[src/rtl/stopwatch_controller_if.sv]
// rtl/stopwatch_controller_if.sv - button, time and display signal bundle for the stopwatch controller
// Purpose: groups every non-clock/reset signal of stopwatch_controller.
// Ports (as seen by the controller, slave modport):
//   in  btn_start_stop, btn_lap_reset  debounced button levels
//   in  minutes[6:0], seconds[6:0]     live time from the time counter
//   out counter_reset, hold_count      time counter controls
//   out disp_minutes[6:0], disp_seconds[6:0], lap_active, overflow, state_dbg[2:0]
interface stopwatch_controller_if;
    logic       btn_start_stop;
    logic       btn_lap_reset;
    logic [6:0] minutes;
    logic [6:0] seconds;
    logic       counter_reset;
    logic       hold_count;
    logic [6:0] disp_minutes;
    logic [6:0] disp_seconds;
    logic       lap_active;
    logic       overflow;
    logic [2:0] state_dbg;

    modport master (
        output btn_start_stop, btn_lap_reset, minutes, seconds,
        input  counter_reset, hold_count, disp_minutes, disp_seconds,
               lap_active, overflow, state_dbg
    );

    modport slave (
        input  btn_start_stop, btn_lap_reset, minutes, seconds,
        output counter_reset, hold_count, disp_minutes, disp_seconds,
               lap_active, overflow, state_dbg
    );
endinterface

[src/rtl/stopwatch_controller.sv]
// rtl/stopwatch_controller.sv - stopwatch control FSM with lap freeze, stretched clear and overflow stop
// Purpose: converts two debounced button levels into hold/clear controls for the time
//   counter and selects live or lapped time for the display.
// Ports:
//   clock  in  system clock, rising edge
//   reset  in  synchronous, active-high
//   sw     stopwatch_controller_if.slave (buttons, live time, controls, display, status)
module stopwatch_controller #(
    parameter int CLR_CYCLES  = 4,
    parameter int MAX_MINUTES = 99
) (
    input  logic                   clock,
    input  logic                   reset,
    stopwatch_controller_if.slave  sw
);

    localparam int CW = (CLR_CYCLES > 1) ? $clog2(CLR_CYCLES) : 1;

    typedef enum logic [2:0] {
        ST_CLEAR   = 3'd0,
        ST_IDLE    = 3'd1,
        ST_RUNNING = 3'd2,
        ST_PAUSED  = 3'd3,
        ST_LAP     = 3'd4
    } state_e;

    state_e        state_q, state_d;
    logic [CW-1:0] clr_cnt_q, clr_cnt_d;
    logic          btn_ss_q, btn_lr_q;
    logic [6:0]    lap_min_q, lap_min_d;
    logic [6:0]    lap_sec_q, lap_sec_d;
    logic [6:0]    disp_min_q, disp_min_d;
    logic [6:0]    disp_sec_q, disp_sec_d;
    logic          overflow_q, overflow_d;

    logic ss_press;
    logic lr_press;
    logic at_max;

    // Start/stop wins a same-cycle collision, so the lap press is masked off.
    assign ss_press = sw.btn_start_stop & ~btn_ss_q;
    assign lr_press = sw.btn_lap_reset & ~btn_lr_q & ~ss_press;
    assign at_max   = (sw.minutes == 7'(MAX_MINUTES)) && (sw.seconds == 7'd59);

    // State and datapath registers.
    always_ff @(posedge clock) begin
        if (reset) begin
            state_q    <= ST_CLEAR;
            clr_cnt_q  <= '0;
            // Loading 1 means a button held through reset is not seen as a press.
            btn_ss_q   <= 1'b1;
            btn_lr_q   <= 1'b1;
            lap_min_q  <= '0;
            lap_sec_q  <= '0;
            disp_min_q <= '0;
            disp_sec_q <= '0;
            overflow_q <= 1'b0;
        end else begin
            state_q    <= state_d;
            clr_cnt_q  <= clr_cnt_d;
            btn_ss_q   <= sw.btn_start_stop;
            btn_lr_q   <= sw.btn_lap_reset;
            lap_min_q  <= lap_min_d;
            lap_sec_q  <= lap_sec_d;
            disp_min_q <= disp_min_d;
            disp_sec_q <= disp_sec_d;
            overflow_q <= overflow_d;
        end
    end

    // Next-state and datapath next values.
    always_comb begin
        state_d    = state_q;
        clr_cnt_d  = '0;
        lap_min_d  = lap_min_q;
        lap_sec_d  = lap_sec_q;
        overflow_d = overflow_q;

        unique case (state_q)
            ST_CLEAR: begin
                if (clr_cnt_q == CW'(CLR_CYCLES - 1)) begin
                    state_d = ST_IDLE;
                end else begin
                    clr_cnt_d = clr_cnt_q + 1'b1;
                end
            end
            ST_IDLE: begin
                if (ss_press)      state_d = ST_RUNNING;
                else if (lr_press) state_d = ST_CLEAR;
            end
            ST_RUNNING: begin
                if (at_max) begin
                    state_d    = ST_PAUSED;
                    overflow_d = 1'b1;
                end else if (ss_press) begin
                    state_d = ST_PAUSED;
                end else if (lr_press) begin
                    state_d   = ST_LAP;
                    lap_min_d = sw.minutes;
                    lap_sec_d = sw.seconds;
                end
            end
            ST_LAP: begin
                if (at_max) begin
                    state_d    = ST_PAUSED;
                    overflow_d = 1'b1;
                end else if (ss_press) begin
                    state_d = ST_PAUSED;
                end else if (lr_press) begin
                    state_d = ST_RUNNING;
                end
            end
            ST_PAUSED: begin
                // After an overflow only a clear may leave PAUSED.
                if (ss_press && !overflow_q) state_d = ST_RUNNING;
                else if (lr_press)           state_d = ST_CLEAR;
            end
            default: state_d = ST_CLEAR;
        endcase

        if (state_d == ST_CLEAR && state_q != ST_CLEAR) begin
            overflow_d = 1'b0;
        end

        // Display source follows the state being entered so it switches on the
        // same edge as lap_active.
        if (state_d == ST_CLEAR) begin
            disp_min_d = '0;
            disp_sec_d = '0;
        end else if (state_d == ST_LAP) begin
            disp_min_d = lap_min_d;
            disp_sec_d = lap_sec_d;
        end else begin
            disp_min_d = sw.minutes;
            disp_sec_d = sw.seconds;
        end
    end

    // Moore outputs decoded from the registered state.
    always_comb begin
        sw.counter_reset = (state_q == ST_CLEAR);
        sw.hold_count    = (state_q == ST_CLEAR) || (state_q == ST_IDLE) ||
                           (state_q == ST_PAUSED);
        sw.lap_active    = (state_q == ST_LAP);
        sw.disp_minutes  = disp_min_q;
        sw.disp_seconds  = disp_sec_q;
        sw.overflow      = overflow_q;
        sw.state_dbg     = state_q;
    end

endmodule

[src/flat_wrapper.sv]
// flat-port wrapper written by rule: the top's interface ports become plain ports
module stopwatch_controller_flat 
#(
    parameter int CLR_CYCLES  = 4,
    parameter int MAX_MINUTES = 99
)
  (clock, reset, sw_btn_start_stop, sw_btn_lap_reset, sw_minutes, sw_seconds, sw_counter_reset, sw_hold_count, sw_disp_minutes, sw_disp_seconds, sw_lap_active, sw_overflow, sw_state_dbg);
  stopwatch_controller_if sw_i ();
  input  logic clock;
  input  logic reset;
  input wire logic [$bits(sw_i.btn_start_stop)-1:0] sw_btn_start_stop;
  input wire logic [$bits(sw_i.btn_lap_reset)-1:0] sw_btn_lap_reset;
  input wire logic [$bits(sw_i.minutes)-1:0] sw_minutes;
  input wire logic [$bits(sw_i.seconds)-1:0] sw_seconds;
  output wire logic [$bits(sw_i.counter_reset)-1:0] sw_counter_reset;
  output wire logic [$bits(sw_i.hold_count)-1:0] sw_hold_count;
  output wire logic [$bits(sw_i.disp_minutes)-1:0] sw_disp_minutes;
  output wire logic [$bits(sw_i.disp_seconds)-1:0] sw_disp_seconds;
  output wire logic [$bits(sw_i.lap_active)-1:0] sw_lap_active;
  output wire logic [$bits(sw_i.overflow)-1:0] sw_overflow;
  output wire logic [$bits(sw_i.state_dbg)-1:0] sw_state_dbg;
  assign sw_i.btn_start_stop = sw_btn_start_stop;
  assign sw_i.btn_lap_reset = sw_btn_lap_reset;
  assign sw_i.minutes = sw_minutes;
  assign sw_i.seconds = sw_seconds;
  assign sw_counter_reset = sw_i.counter_reset;
  assign sw_hold_count = sw_i.hold_count;
  assign sw_disp_minutes = sw_i.disp_minutes;
  assign sw_disp_seconds = sw_i.disp_seconds;
  assign sw_lap_active = sw_i.lap_active;
  assign sw_overflow = sw_i.overflow;
  assign sw_state_dbg = sw_i.state_dbg;
  stopwatch_controller #(.CLR_CYCLES(CLR_CYCLES), .MAX_MINUTES(MAX_MINUTES)) u_core (.clock(clock), .reset(reset), .sw(sw_i));
endmodule
[config.mk]
export PLATFORM = sky130hd
export DESIGN_NAME = stopwatch_controller_flat
export DESIGN_NICKNAME = d
export VERILOG_FILES = /design/src/rtl/stopwatch_controller_if.sv /design/src/rtl/stopwatch_controller.sv /design/src/flat_wrapper.sv
export SDC_FILE = /design/constraint.sdc
export NUM_CORES = 1
export LEC_CHECK = 0
export ABC_AREA = 1
export ABC_CLOCK_PERIOD_IN_PS = 1900
export BUFFER_PORTS_ARGS = -buffer_cell sky130_fd_sc_hd__buf_4
export CORE_UTILIZATION = 36
export CTS_CLUSTER_DIAMETER = 40
export DETAILED_ROUTE_END_ITERATION = 6
export PLACE_DENSITY_LB_ADDON = 0.12
export SLEW_MARGIN = 20
export SYNTH_ARGS = -nofsm -noshare
export SYNTH_HDL_FRONTEND = slang
export SYNTH_SLANG_ARGS = --single-unit
export TNS_END_PERCENT = 30
[constraint.sdc]
create_clock -name clock -period 1.9 [get_ports clock]
set_clock_uncertainty 0.05 [all_clocks]
set_input_delay 0.095 -clock clock [delete_from_list [all_inputs] [get_ports clock]]
set_output_delay 0.095 -clock clock [all_outputs]
set_load 0.1 [all_outputs]
-- After elaboration in Yosys (flattened, before gate mapping)
Index checks and enable logic that the tools add are counted.
- register bits: 36
- latch bits: 0
- memory bits (writable): 0
- memory bits (read-only): 0
- input bits: 18
- output and inout bits: 21
- word-level logic and storage cells: 60
- memories: 0
- $add $sub $neg: 1
- $mul: 0
- div/mod/pow operators: 0
- order comparisons: 0
- eq/ne operators: 8
- shifts and indexed selects: 0
- muxes and demuxes: 21
- bitwise operators: 7
- reduce and logical (&&, ||, !) cells: 14
- operator list (kind ; number):
    2-to-1 mux 7 bit ; 10
    2-to-1 mux 3 bit ; 10
    one-hot mux 3 bit (5 select lines) ; 1
    equality test 7 x 6 -> 1 bit, second input constant ; 1
    equality test 7 bit, second input constant ; 1
    equality test 3 x 2 -> 1 bit, second input constant ; 2
    equality test 3 bit, second input constant ; 2
    zero test 3 bit ; 2
    OR reduction 2 bit ; 3
    NOT 1 bit ; 4
    bitwise AND 1 bit ; 3
    equality test 3 x 1 -> 1 bit, second input constant ; 1
    logical AND 1 bit ; 3
    nonzero test 3 bit ; 1
    OR reduction 3 bit ; 1
    adder 2 x 1 -> 2 bit, second input constant ; 1
    equality test 2 bit, second input constant ; 1
    logical OR 1 bit ; 2
    AND reduction 2 bit ; 1
    zero test 1 bit ; 1

-- Depth between registers and ports, before layout
Gate-level depths: netlist of run 1.
- word-level depth: 11
- depth in mapped cells: 13
- gate-level depth less buffers: 12

-- Least setup slack after synthesis of run 1
Ideal clock, no wire load.
- path kind: flip-flop to flip-flop
- start point: register u_core.state_q[0] (netlist: u_core.sw.state_dbg[0])
- end point: register u_core.disp_min_q[4] (netlist: u_core.sw.disp_minutes[4])
- setup time: 0.114 ns
- arrival: 3.040 ns
- required time: 1.736 ns
- setup slack: -1.305 ns
- stages on the path, launching flop included: 11
- path buffers: 1
- period minus slack after synthesis: 3.205 ns
- path through: dfxtp_1 inv_1 a21oi_2 inv_2 nand2_4 nand2_2 a21oi_4 nand3_2 nand2_4 buf_12 nor2_2
- longest elaborated chain between the ends: 6
- elaborated cells between the ends (all ways): 21
- those cells by class: eq/ne: 5; mux: 13; reduce/logical: 3
- ends and longest elaborated chain (item ; RTL line ; text):
    start: declaration ; stopwatch_controller.sv:27 ; state_e state_q, state_d;
    start signal: assignment ; stopwatch_controller.sv:59 ; state_q <= state_d;
    2-to-1 mux 3 bit, on equally long branches ; stopwatch_controller.sv:109, stopwatch_controller.sv:97 ;
    2-to-1 mux 3 bit, on equally long branches ; stopwatch_controller.sv:107, stopwatch_controller.sv:95 ;
    2-to-1 mux 3 bit, on equally long branches ; stopwatch_controller.sv:104, stopwatch_controller.sv:92 ;
    one-hot mux 3 bit (5 select lines) ; stopwatch_controller.sv:79 ; unique case (state_q)
    equality test 3 bit or zero test 3 bit (tied branches) ; stopwatch_controller.sv:130, stopwatch_controller.sv:127 ;
    2-to-1 mux 7 bit or OR reduction 2 bit (tied branches) ; - ;
    end signal: assignment ; stopwatch_controller.sv:65 ; disp_min_q <= disp_min_d;
    end: declaration ; stopwatch_controller.sv:32 ; logic [6:0] disp_min_q, disp_min_d;
Several ways; a longest one is shown, not always the timed one.
A chain may end at the register's enable or synchronous reset.

-- Final worst setup path of run 1
- start point: input sw_btn_lap_reset
- end point: register u_core.disp_sec_q[1] (netlist: u_core.sw.disp_seconds[1])
- longest elaborated chain between the ends: 8
- elaborated cells between the ends (all ways): 20
- those cells by class: eq/ne: 1; mux: 15; bitwise: 2; reduce/logical: 2
- ends and longest elaborated chain (item ; RTL line ; text):
    start: declaration ; flat_wrapper.sv:12 ; input wire logic [$bits(sw_i.btn_lap_reset)-1:0] sw_btn_lap_reset;
    bitwise AND 1 bit * (2 in series) ; stopwatch_controller.sv:42 ; assign lr_press = sw.btn_lap_reset & ~btn_lr_q & ~ss_press;
    2-to-1 mux 3 bit, on equally long branches ; stopwatch_controller.sv:109, stopwatch_controller.sv:97 ;
    2-to-1 mux 3 bit, on equally long branches ; stopwatch_controller.sv:107, stopwatch_controller.sv:95 ;
    2-to-1 mux 3 bit, on equally long branches ; stopwatch_controller.sv:104, stopwatch_controller.sv:92 ;
    one-hot mux 3 bit (5 select lines) ; stopwatch_controller.sv:79 ;
    equality test 3 bit or zero test 3 bit (tied branches) ; stopwatch_controller.sv:130, stopwatch_controller.sv:127 ;
    2-to-1 mux 7 bit or OR reduction 2 bit (tied branches) ; - ;
    end signal: assignment ; stopwatch_controller.sv:66 ; disp_sec_q <= disp_sec_d;
    end: declaration ; stopwatch_controller.sv:33 ; logic [6:0] disp_sec_q, disp_sec_d;
Every way passes the cells marked *; elsewhere a longest branch is shown, timed or not.

==> results.py, run 1 <==
metrics = {
    "clocking": {
        "clk_path_buf_depth": 2,
        "cts-root-buf": "clkbuf_8",
        "clock-sinks": 36,
        "cts_tree": "done",
        "h-tree-depth": 2,
        "cts_buffers": 5,
        "cts_setup_buffers": 0,
        "insertion_delay_ns": 0.29,
        "clkSlewWorstSetupHoldPaths_ns": 0.08,
    },
    "placed_design": {
        "dp.cells": 333,
        "placed_area_sq_mm": 0.00209,
        "io_buffers": 38,
        "dp_hpwl_um": 2470,
        "gp_congestion": 0.735,
    },
    "sta": {
        "slew_viol_final": 0,
        "max_freq_mhz": 577,
        "tightest_slew_ns": 0.270,
        "rsz0062_at_grt": "false",
        "hold_viol_final": 0,
        "fin_crit_ns": 1.73,
        "relSlewSlack": 0.820,
        "setup_viol": 0,
        "period_share": 0.912,
    },
    "cells_and_area": {
        "final_area_sq_mm": 0.00225,
        "antenna_cells": 0,
        "multiInputGateArea_sq_um": 881,
        "fillers": 479,
        "instances_no_fill": 343,
        "post-route-util": 0.477,
        "syn2layout_area_growth_pct": 27.1,
        "nets": 294,
        "ff_latch_area_sq_um": 727,
        "mostFrequentLayoutCells": "nor2_1 (50), buf_4 (40), nand2_1 (34), dfxtp_1 (33), inv_1 (27)",
        "final_common_cell": "nor2_1",
        "drive_gt1_frac": 0.377,
    },
    "setup_path": {
        "arrival_ns": 1.87,
        "crit_path_max_incr_delay_ns": 0.53,
        "cp_max_fo": 28,
        "required_ns": 2.04,
        "worstSetupPathType": "primary input to flop",
        "cp-startpoint": "sw_btn_lap_reset",
        "rr_endpoint": "u_core.sw.disp_seconds[3]$_SDFF_PP0_",
        "crit_top_cell": "nor2_4",
        "endpoint": "u_core.sw.disp_seconds[1]$_SDFF_PP0_",
        "cp-end-kind": "flop",
        "path_depth": 11,
        "critPathSlowestCell": "dlygate4sd3_1",
        "cp-start-kind": "primary input",
        "reg2reg_slack_ns": 0.23,
        "r2r_cells": 8,
        "path_delay_family": "simple AND/OR/NAND/NOR gates",
        "reg2reg_from": "u_core.sw.state_dbg[2]$_SDFF_PP0_",
        "crit_buf_inv": 3,
        "cp_cell_sequence": "dlygate4sd3_1 > buf_4 > inv_1 > nor2_4 > nand2_1 > nor2_4 > nand2_8 > o21ai_2 > nor2_1 > a21oi_1 > nor2_2",
    },
    "die": {
        "io_pins": 39,
        "num_rows": 25,
        "initial_utilization": 0.375,
        "die_h_um": 72.2,
        "die_area_sq_mm": 0.00521,
        "die_x_um": 72.2,
        "coreArea_sq_mm": 0.00472,
    },
    "synth": {
        "synthTopCellsByArea": "dfxtp_1 (41%), nor2_1 (11%), o21ai_2 (7.4%)",
        "syn_area_sq_mm": 0.00177,
        "synth_edf_count": 0,
        "synth-seq-cells": 36,
        "synthCells": 234,
        "synth_top_area_share": 0.406,
        "async_flop_share": 0,
        "syn_area_per_cell_sq_um": 7.58,
        "ys_types": 27,
        "yosysSeqAreaShare": 0.406,
        "syn_nets": 253,
        "yosysWarnings": 0,
        "synth_top_flop_cell": "dfxtp_1",
        "yosys.area.top_type": "dfxtp_1",
    },
    "min_path": {
        "hold_path.class": "primary input to flop",
    },
    "run": {
        "drv_cap": 0,
    },
    "grt": {
        "globalRouteTotalUtil": 0.145,
        "grt_pass1_wl_um": 5810,
        "antenna_found_initial": 0,
        "grt_remaining_overflow": 0,
        "grt_max_degree": 29,
        "grt_pass1_vias": 1294,
    },
    "route": {
        "ant_nets": 0,
        "avgViaCountPerCell": 4.29,
        "drt_iter0_markers": 69,
        "drc": 0,
        "wl_per_cell_um": 9.97,
        "first_pass_iters": 4,
        "via_count": 1471,
        "wl_um": 3420,
    },
    "power": {
        "power.total_mw": 1.71,
        "leakage_nw": 1.04,
        "p_switching_uw": 477,
        "pwr_density_cell_mw_per_mm2": 761,
        "pwr-share-clk": 0.392,
        "power_frac_seq": 0.457,
        "p_int_mw": 1.24,
        "ir_drop_mv": 0.490,
        "p_comb_frac": 0.151,
        "p_sw_frac": 0.278,
    },
    "status": {
        "status": "finished, final reports clean",
    },
}
cell families (layout without fill, tap and decap cells):
kind of cell	after synthesis	after routing	share of synthesized area
and+or+nand+nor	122	122	0.334
buffers and inverters	42	84	0.118
DFF	36	36	0.406
AOI/OAI and AO/OA	33	33	0.135
adders and majority gates	1	1	0.00706
through the flow:
step	TNS [ns]	setup slack, ns	hold WS (ns)
6_report	0	0.167	0.00966
3_3_place_gp	0	0.172	0.247
3_5_place_dp	0	0.180	0.256
5_1_grt	0	0.00412	0.0204
2_1_floorplan	-3.51	-0.269	0.141
4_1_cts	0	0.0258	0.00813
cell type report:
class | instances | area share
Tap cell | 67 | 0.0372
Multi-Input combinational cell | 156 | 0.391
Inverter | 34 | 0.0577
Sequential cell | 36 | 0.323
Clock inverter | 3 | 0.0189
Clock buffer | 5 | 0.0305
Timing Repair Buffer | 42 | 0.142
worst min-delay path: stages:
cell     delay, ns
buf_4         0.10
o21ai_2       0.06
nor2_1        0.07
power by group through the flow:
stage	clock [mW]	sequential [mW]	combinational, mW
floorplan	0	0.881	0.102
global placement	0	0.801	0.254
detailed placement	0	0.801	0.254
CTS	0.684	0.784	0.258
global route	0.711	0.786	0.278
finish	0.671	0.784	0.259
cell usage after synthesis, types with 2 or more instances:
| cell | number |
|---|---|
| nor2_1 | 51 |
| a21oi_1 | 14 |
| nand2_1 | 34 |
| buf_6 | 3 |
| inv_1 | 28 |
| nor2_4 | 2 |
| nand3_1 | 6 |
| o21ai_2 | 15 |
| clkbuf_1 | 2 |
| dfxtp_1 | 36 |
| inv_2 | 5 |
| nand2_4 | 4 |
| nor2_2 | 15 |
| nand2_2 | 6 |
sequential cells by signal, indices dropped and copies added, names as in the netlist:
name / cells
u_core.sw.overflow: 1
u_core.lap_sec_q: 7
u_core.sw.disp_seconds: 7
u_core.clr_cnt_q: 2
u_core.lap_min_q: 7
u_core.sw.state_dbg: 3
u_core.btn_lr_q: 1
u_core.sw.disp_minutes: 7
u_core.btn_ss_q: 1
worst min path at each step:
stage | from | to | slack (ns) | cells after the start
after floorplan | sw_btn_start_stop | u_core.btn_ss_q$_SDFF_PP1_ | 0.14 | 2
after global placement | sw_btn_lap_reset | u_core.btn_lr_q$_SDFF_PP1_ | 0.25 | 3
after detailed placement | sw_btn_lap_reset | u_core.btn_lr_q$_SDFF_PP1_ | 0.26 | 3
after CTS | sw_seconds[4] | u_core.lap_sec_q[4]$_SDFF_PP0_ | 0.008 | 3
after global routing | sw_seconds[4] | u_core.lap_sec_q[4]$_SDFF_PP0_ | 0.02 | 3
final | sw_seconds[4] | u_core.lap_sec_q[4]$_SDFF_PP0_ | 0.01 | 3
layer usage:
metal / part of all wire / vias to the layer above / track usage
met5: 0 / - / 0
met3: 0.047 / 7 / 0.0347
met4: 0.018 / 0 / 0.0654
li1: - / 801 / -
met1: 0.46 / 631 / 0.187
met2: 0.47 / 32 / 0.229
what timing repair did:
item                                    CTS  global route
hold buffers                              2             0
resized for setup                         0             4
endpoints found under the setup margin    0            14
endpoints found under the hold margin     2             0
Note: power is estimated with default switching activity, not from simulation.
==> run 2, diff against run 1 <==
- ABC_AREA: 1 -> default
==> results.py, run 2 <==
metrics = {
    "sta": {
        "setup_tns_ns": 0,
        "max_freq_mhz": 562,
        "fin_crit_ns": 1.78,
        "rsz0062_at_grt": "false",
        "period_share": 0.937,
        "hold_viol_final": 0,
        "slew_viol_final": 0,
        "hold_ws_ns": 0.00484,
        "tightest_slew_ns": 0.394,
        "setup_viol": 0,
        "relSlewSlack": 0.735,
    },
    "cells_and_area": {
        "post-route-util": 0.494,
        "drive_gt1_frac": 0.444,
        "antenna_cells": 0,
        "mostFrequentLayoutCells": "buf_4 (43), dfxtp_1 (33), mux2i_1 (28), nor2_1 (16), a21oi_2 (11)",
        "final_common_cell": "buf_4",
        "nets": 214,
        "syn2layout_area_growth_pct": 31.5,
        "fillers": 418,
    },
    "setup_path": {
        "critPathSlowestCell": "or2b_2",
        "worstSetupPathType": "flop to flop",
        "cp-start-kind": "flop",
        "required_ns": 2.03,
        "crit_path_max_incr_delay_ns": 0.33,
        "crit_buf_inv": 1,
        "cp_cell_sequence": "or2b_2 > o21ai_0 > a31oi_1 > nor3_4 > buf_4 > a21oi_2",
        "r2r_cells": 6,
        "path_delay_family": "simple AND/OR/NAND/NOR gates",
        "reg2reg_from": "u_core.btn_lr_q$_SDFF_PP1_",
        "arrival_ns": 1.91,
        "cp-end-kind": "flop",
        "reg2reg_slack_ns": 0.12,
        "cp_max_fo": 10,
        "rr_endpoint": "u_core.sw.disp_seconds[6]$_SDFF_PP0_",
    },
    "clocking": {
        "clkSlewWorstSetupHoldPaths_ns": 0.07,
        "cts_buffers": 5,
        "h-tree-depth": 2,
        "clk_path_buf_depth": 2,
        "cts_setup_buffers": 0,
        "insertion_delay_ns": 0.29,
        "clock-sinks": 36,
        "cts_tree": "done",
        "cts-root-buf": "clkbuf_8",
    },
    "synth": {
        "synthCells": 146,
        "syn_area_sq_mm": 0.00164,
        "synth_top_area_share": 0.440,
        "async_flop_share": 0,
        "ys_top_cells_by_count": "dfxtp_1 (36), mux2i_1 (29), nor2_1 (16)",
        "syn_area_per_cell_sq_um": 11.2,
        "synth_top_flop_cell": "dfxtp_1",
        "yosys.area.top_type": "dfxtp_1",
        "yosysSeqAreaShare": 0.440,
        "synthTopCellsByArea": "dfxtp_1 (44%), mux2i_1 (18%), a21oi_2 (5.4%)",
        "ys_types": 40,
        "synthMostInstantiatedCell": "dfxtp_1",
        "syn_nets": 165,
        "synth-seq-cells": 36,
        "synth_edf_count": 0,
        "yosysWarnings": 0,
    },
    "power": {
        "pwr_density_cell_mw_per_mm2": 702,
        "pwr-share-clk": 0.406,
        "p_int_mw": 1.16,
        "ir_drop_mv": 0.422,
        "p_switching_uw": 349,
        "leakage_nw": 0.942,
        "p_sw_frac": 0.231,
        "p_comb_frac": 0.086,
        "power_frac_seq": 0.508,
    },
    "grt": {
        "grt_pass1_vias": 1216,
        "grt_remaining_overflow": 0,
        "antenna_found_initial": 0,
        "grt_pass1_wl_um": 5870,
        "grt_max_degree": 22,
        "globalRouteTotalUtil": 0.160,
    },
    "route": {
        "wl_um": 3520,
        "wl_per_cell_um": 14.2,
        "drc": 0,
        "avgViaCountPerCell": 4.92,
        "ant_nets": 0,
        "via_count": 1219,
        "drt_iter0_markers": 40,
        "first_pass_iters": 4,
    },
    "min_path": {
        "min_to": "u_core.lap_min_q[5]$_SDFF_PP0_",
        "worstHoldStart": "sw_minutes[5]",
        "hold_depth": 3,
        "hold_path.class": "primary input to flop",
    },
    "die": {
        "die_area_sq_mm": 0.00482,
        "die_x_um": 69.4,
        "num_rows": 24,
        "coreArea_sq_mm": 0.00435,
        "io_pins": 39,
        "initial_utilization": 0.376,
        "die_h_um": 69.4,
    },
    "status": {
        "status": "finished, final reports clean",
    },
    "placed_design": {
        "io_buffers": 38,
        "gp_congestion": 0.775,
        "dp_hpwl_um": 2490,
    },
    "run": {
        "drv_cap": 0,
    },
}
run 2: cell types whose count changed after synthesis, sizes merged, moves of 4 or more:
cell,previous run,this run
nor2,68,17
nand2,44,3
inv,33,2
mux2i,0,29
o21ai,16,2
nand3,7,0
nor3,0,4
or2,0,4
run 2: kinds of logic after synthesis:
family	synth area share
buf+inv	0.0573
flops	0.440
mux	0.177
fa+ha+maj	0.00764
simple gates	0.196
compound gates	0.122
run 2: per-layer routing:
layer  track usage  vias up  part of all wire
li1              -      620                 -
met1         0.191      566              0.47
met2         0.258       28              0.47
met3        0.0581        5             0.043
met4        0.0680        0             0.018
met5             0        -                 0
run 2: worst max-delay path by stage:
stage,from,cells past startpoint,to,slack (ns)
floorplan,u_core.sw.state_dbg[0]$_SDFF_PP0_,7,u_core.sw.disp_minutes[4]$_SDFF_PP0_,-0.67
global placement,u_core.sw.state_dbg[1]$_SDFF_PP0_,6,u_core.sw.disp_seconds[4]$_SDFF_PP0_,0.11
detailed placement,u_core.sw.state_dbg[1]$_SDFF_PP0_,6,u_core.sw.disp_seconds[0]$_SDFF_PP0_,0.09
CTS,u_core.sw.state_dbg[1]$_SDFF_PP0_,6,u_core.sw.disp_seconds[0]$_SDFF_PP0_,0.05
global route,u_core.btn_lr_q$_SDFF_PP1_,6,u_core.sw.disp_seconds[6]$_SDFF_PP0_,0.003
finish,u_core.btn_lr_q$_SDFF_PP1_,6,u_core.sw.disp_seconds[6]$_SDFF_PP0_,0.12
run 2: power by group through the flow:
stage                     Clock [mW]  Combinational, mW  Sequential (mW)
after floorplan                    0             0.0554            0.799
after global placement             0              0.120            0.784
final                          0.613              0.130            0.767
after CTS                      0.633              0.128            0.767
after global routing           0.678              0.140            0.768
after detailed placement           0              0.121            0.784
run 2: timing repair:
| action | CTS | global route |
|---|---|---|
| gates resized for setup | 0 | 3 |
| hold buffers | 4 | 2 |
| setup endpoints to repair | 0 | 10 |
| endpoints found under the hold margin | 4 | 2 |
run 2: area by class of cell:
class	count	area [sq um]	area share
inverter	2	7.51	0.00349
timing repair buffer	50	403	0.187
clock buffer	6	93.8	0.0436
multi-input combinational	100	842	0.391
sequential	36	729	0.339
tap	52	65.1	0.0302
clock inverter	2	11.3	0.00523
run 2: worst min-delay path: stages:
cell	delay (ns)
buf_4	0.09
mux2i_1	0.06
nor2_1	0.07
run 2: per-stage QoR:
stage | area, sq um | power, mW | worst slack (ns) | cells
4_1_cts | 2120 | 1.53 | 0.0500 | 246
6_report | 2150 | 1.51 | 0.120 | 248
3_5_place_dp | 1980 | 0.905 | 0.0877 | 234
2_1_floorplan | 1670 | 0.855 | -0.668 | 146
5_1_grt | 2150 | 1.59 | 0.00298 | 248
3_3_place_gp | 1980 | 0.904 | 0.109 | 234
==> run 3, diff against run 2 <==
- SETUP_SLACK_MARGIN: default -> 0.5
==> results.py, run 3 (synthesized netlist as in run 2, its figures left out) <==
metrics = {
    "setup_path": {
        "arrival_ns": 1.85,
        "required_ns": 2.07,
        "reg2reg_slack_ns": 0.22,
        "crit_buf_inv": 2,
        "path_delay_family": "simple AND/OR/NAND/NOR gates",
        "cp_max_fo": 7,
        "cp-start-kind": "flop",
        "cp_cell_sequence": "buf_4 > nor3_4 > a221oi_2 > or3_4 > buf_8 > a21oi_2",
        "cp-end-kind": "flop",
        "critPathSlowestCell": "or3_4",
        "worstSetupPathType": "flop to flop",
        "crit_path_max_incr_delay_ns": 0.44,
    },
    "cells_and_area": {
        "fillers": 375,
        "syn2layout_area_growth_pct": 42.7,
        "nets": 228,
        "mostFrequentLayoutCells": "buf_4 (54), dfxtp_1 (31), mux2i_1 (24), nor2_1 (16), a21oi_2 (11)",
        "multiInputGateArea_sq_um": 902,
        "ff_latch_area_sq_um": 734,
        "instances_no_fill": 262,
        "final_area_sq_mm": 0.00234,
        "drive_gt1_frac": 0.543,
        "antenna_cells": 0,
        "final_common_cell": "buf_4",
        "post-route-util": 0.536,
    },
    "die": {
        "die_x_um": 69.4,
        "die_area_sq_mm": 0.00482,
        "die_h_um": 69.4,
        "io_pins": 39,
        "coreArea_sq_mm": 0.00435,
        "num_rows": 24,
        "initial_utilization": 0.376,
    },
    "route": {
        "drt_iter0_markers": 43,
        "ant_nets": 0,
        "via_count": 1337,
        "drc": 0,
        "wl_um": 3820,
        "avgViaCountPerCell": 5.10,
        "wl_per_cell_um": 14.6,
        "first_pass_iters": 4,
    },
    "clocking": {
        "cts_tree": "done",
        "clk_path_buf_depth": 2,
        "clkSlewWorstSetupHoldPaths_ns": 0.07,
        "clock-sinks": 36,
        "insertion_delay_ns": 0.27,
        "cts_buffers": 5,
        "h-tree-depth": 2,
        "cts-root-buf": "clkbuf_8",
    },
    "placed_design": {
        "gp_congestion": 0.765,
        "io_buffers": 38,
        "dp_hpwl_um": 2490,
        "dp.cells": 234,
        "placed_area_sq_mm": 0.00198,
    },
    "sta": {
        "setup_viol": 0,
        "fin_crit_ns": 1.68,
        "period_share": 0.884,
        "rsz0062_at_grt": "true",
        "max_freq_mhz": 595,
        "hold_viol_final": 0,
        "slew_viol_final": 0,
        "relSlewSlack": 0.747,
        "tightest_slew_ns": 0.376,
        "setup_tns_ns": 0,
    },
    "run": {
        "drv_cap": 0,
    },
    "power": {
        "leakage_nw": 1.04,
        "power.total_mw": 1.45,
        "ir_drop_mv": 0.365,
        "pwr_density_cell_mw_per_mm2": 619,
    },
    "grt": {
        "grt_remaining_overflow": 0,
        "grt_pass1_vias": 1347,
        "grt_pass1_wl_um": 6130,
        "grt_max_degree": 22,
        "antenna_found_initial": 0,
        "globalRouteTotalUtil": 0.163,
    },
    "min_path": {
        "hold_path.class": "primary input to flop",
    },
    "status": {
        "status": "finished, final reports clean",
    },
}
-- run 3: cell count changes in the layout (fill, tap and decap cells not counted), moves of 4 or more --
cell	change
buf_4	+11
buf_6	+5
dlygate4sd3_1	-4
mux2i_1	-4
mux2i_2	+4
-- run 3: worst min-delay path, stage by stage --
cell	delay, ns
buf_4	0.09
mux2i_1	0.05
nor2_1	0.07
-- run 3: worst paths after layout --
check / startpoint / endpoint / cells past startpoint
hold reg to reg: u_core.clr_cnt_q[0]$_SDFF_PP0_ / u_core.clr_cnt_q[0]$_SDFF_PP0_ / 1
setup / recovery: u_core.sw.state_dbg[0]$_SDFF_PP0_ / u_core.sw.disp_seconds[4]$_SDFF_PP0_ / 6
setup reg to reg: u_core.sw.state_dbg[0]$_SDFF_PP0_ / u_core.sw.disp_seconds[4]$_SDFF_PP0_ / 6
hold / removal: sw_seconds[5] / u_core.lap_sec_q[5]$_SDFF_PP0_ / 3
-- run 3: timing repair --
action,4_1_cts,5_1_grt
pin swaps,14,11
endpoints found under the setup margin,34,34
gates cloned,1,0
setup buffers,12,5
endpoints found under the hold margin,2,0
hold buffers,2,0
resized for setup,15,14
-- run 3: power by group --
group          switching, mW  internal, mW  total [mW]  leakage [nW]
Combinational         0.0724        0.0659       0.138         0.698
Sequential           0.00451         0.762       0.766         0.293
Clock                  0.246         0.295       0.541        0.0455
-- run 3: stage by stage --
stage	setup WS [ns]	hold slack (ns)
detailed placement	0.108	0.249
global route	0.151	0.0135
floorplan	-0.668	0.124
CTS	0.235	0.0152
finish	0.221	0.0230
global placement	0.111	0.247
-- run 3: layout make-up --
| cell class | instances | share of cell area |
|---|---|---|
| multi-input cells | 100 | 0.386 |
| flip-flops and latches | 36 | 0.314 |
| repair buffers | 64 | 0.230 |
| clock buffers | 8 | 0.0386 |
| well taps | 52 | 0.0279 |
| inverters | 2 | 0.00321 |
-- run 3: metal layers --
layer | part of all wire | wire [um] | track usage | vias to the layer above
met4 | 0.0081 | 31 | 0.0635 | 0
li1 | - | - | - | 646
met2 | 0.50 | 1900 | 0.268 | 35
met3 | 0.045 | 173 | 0.0567 | 4
met1 | 0.45 | 1710 | 0.195 | 652
met5 | 0 | 0 | 0 | -
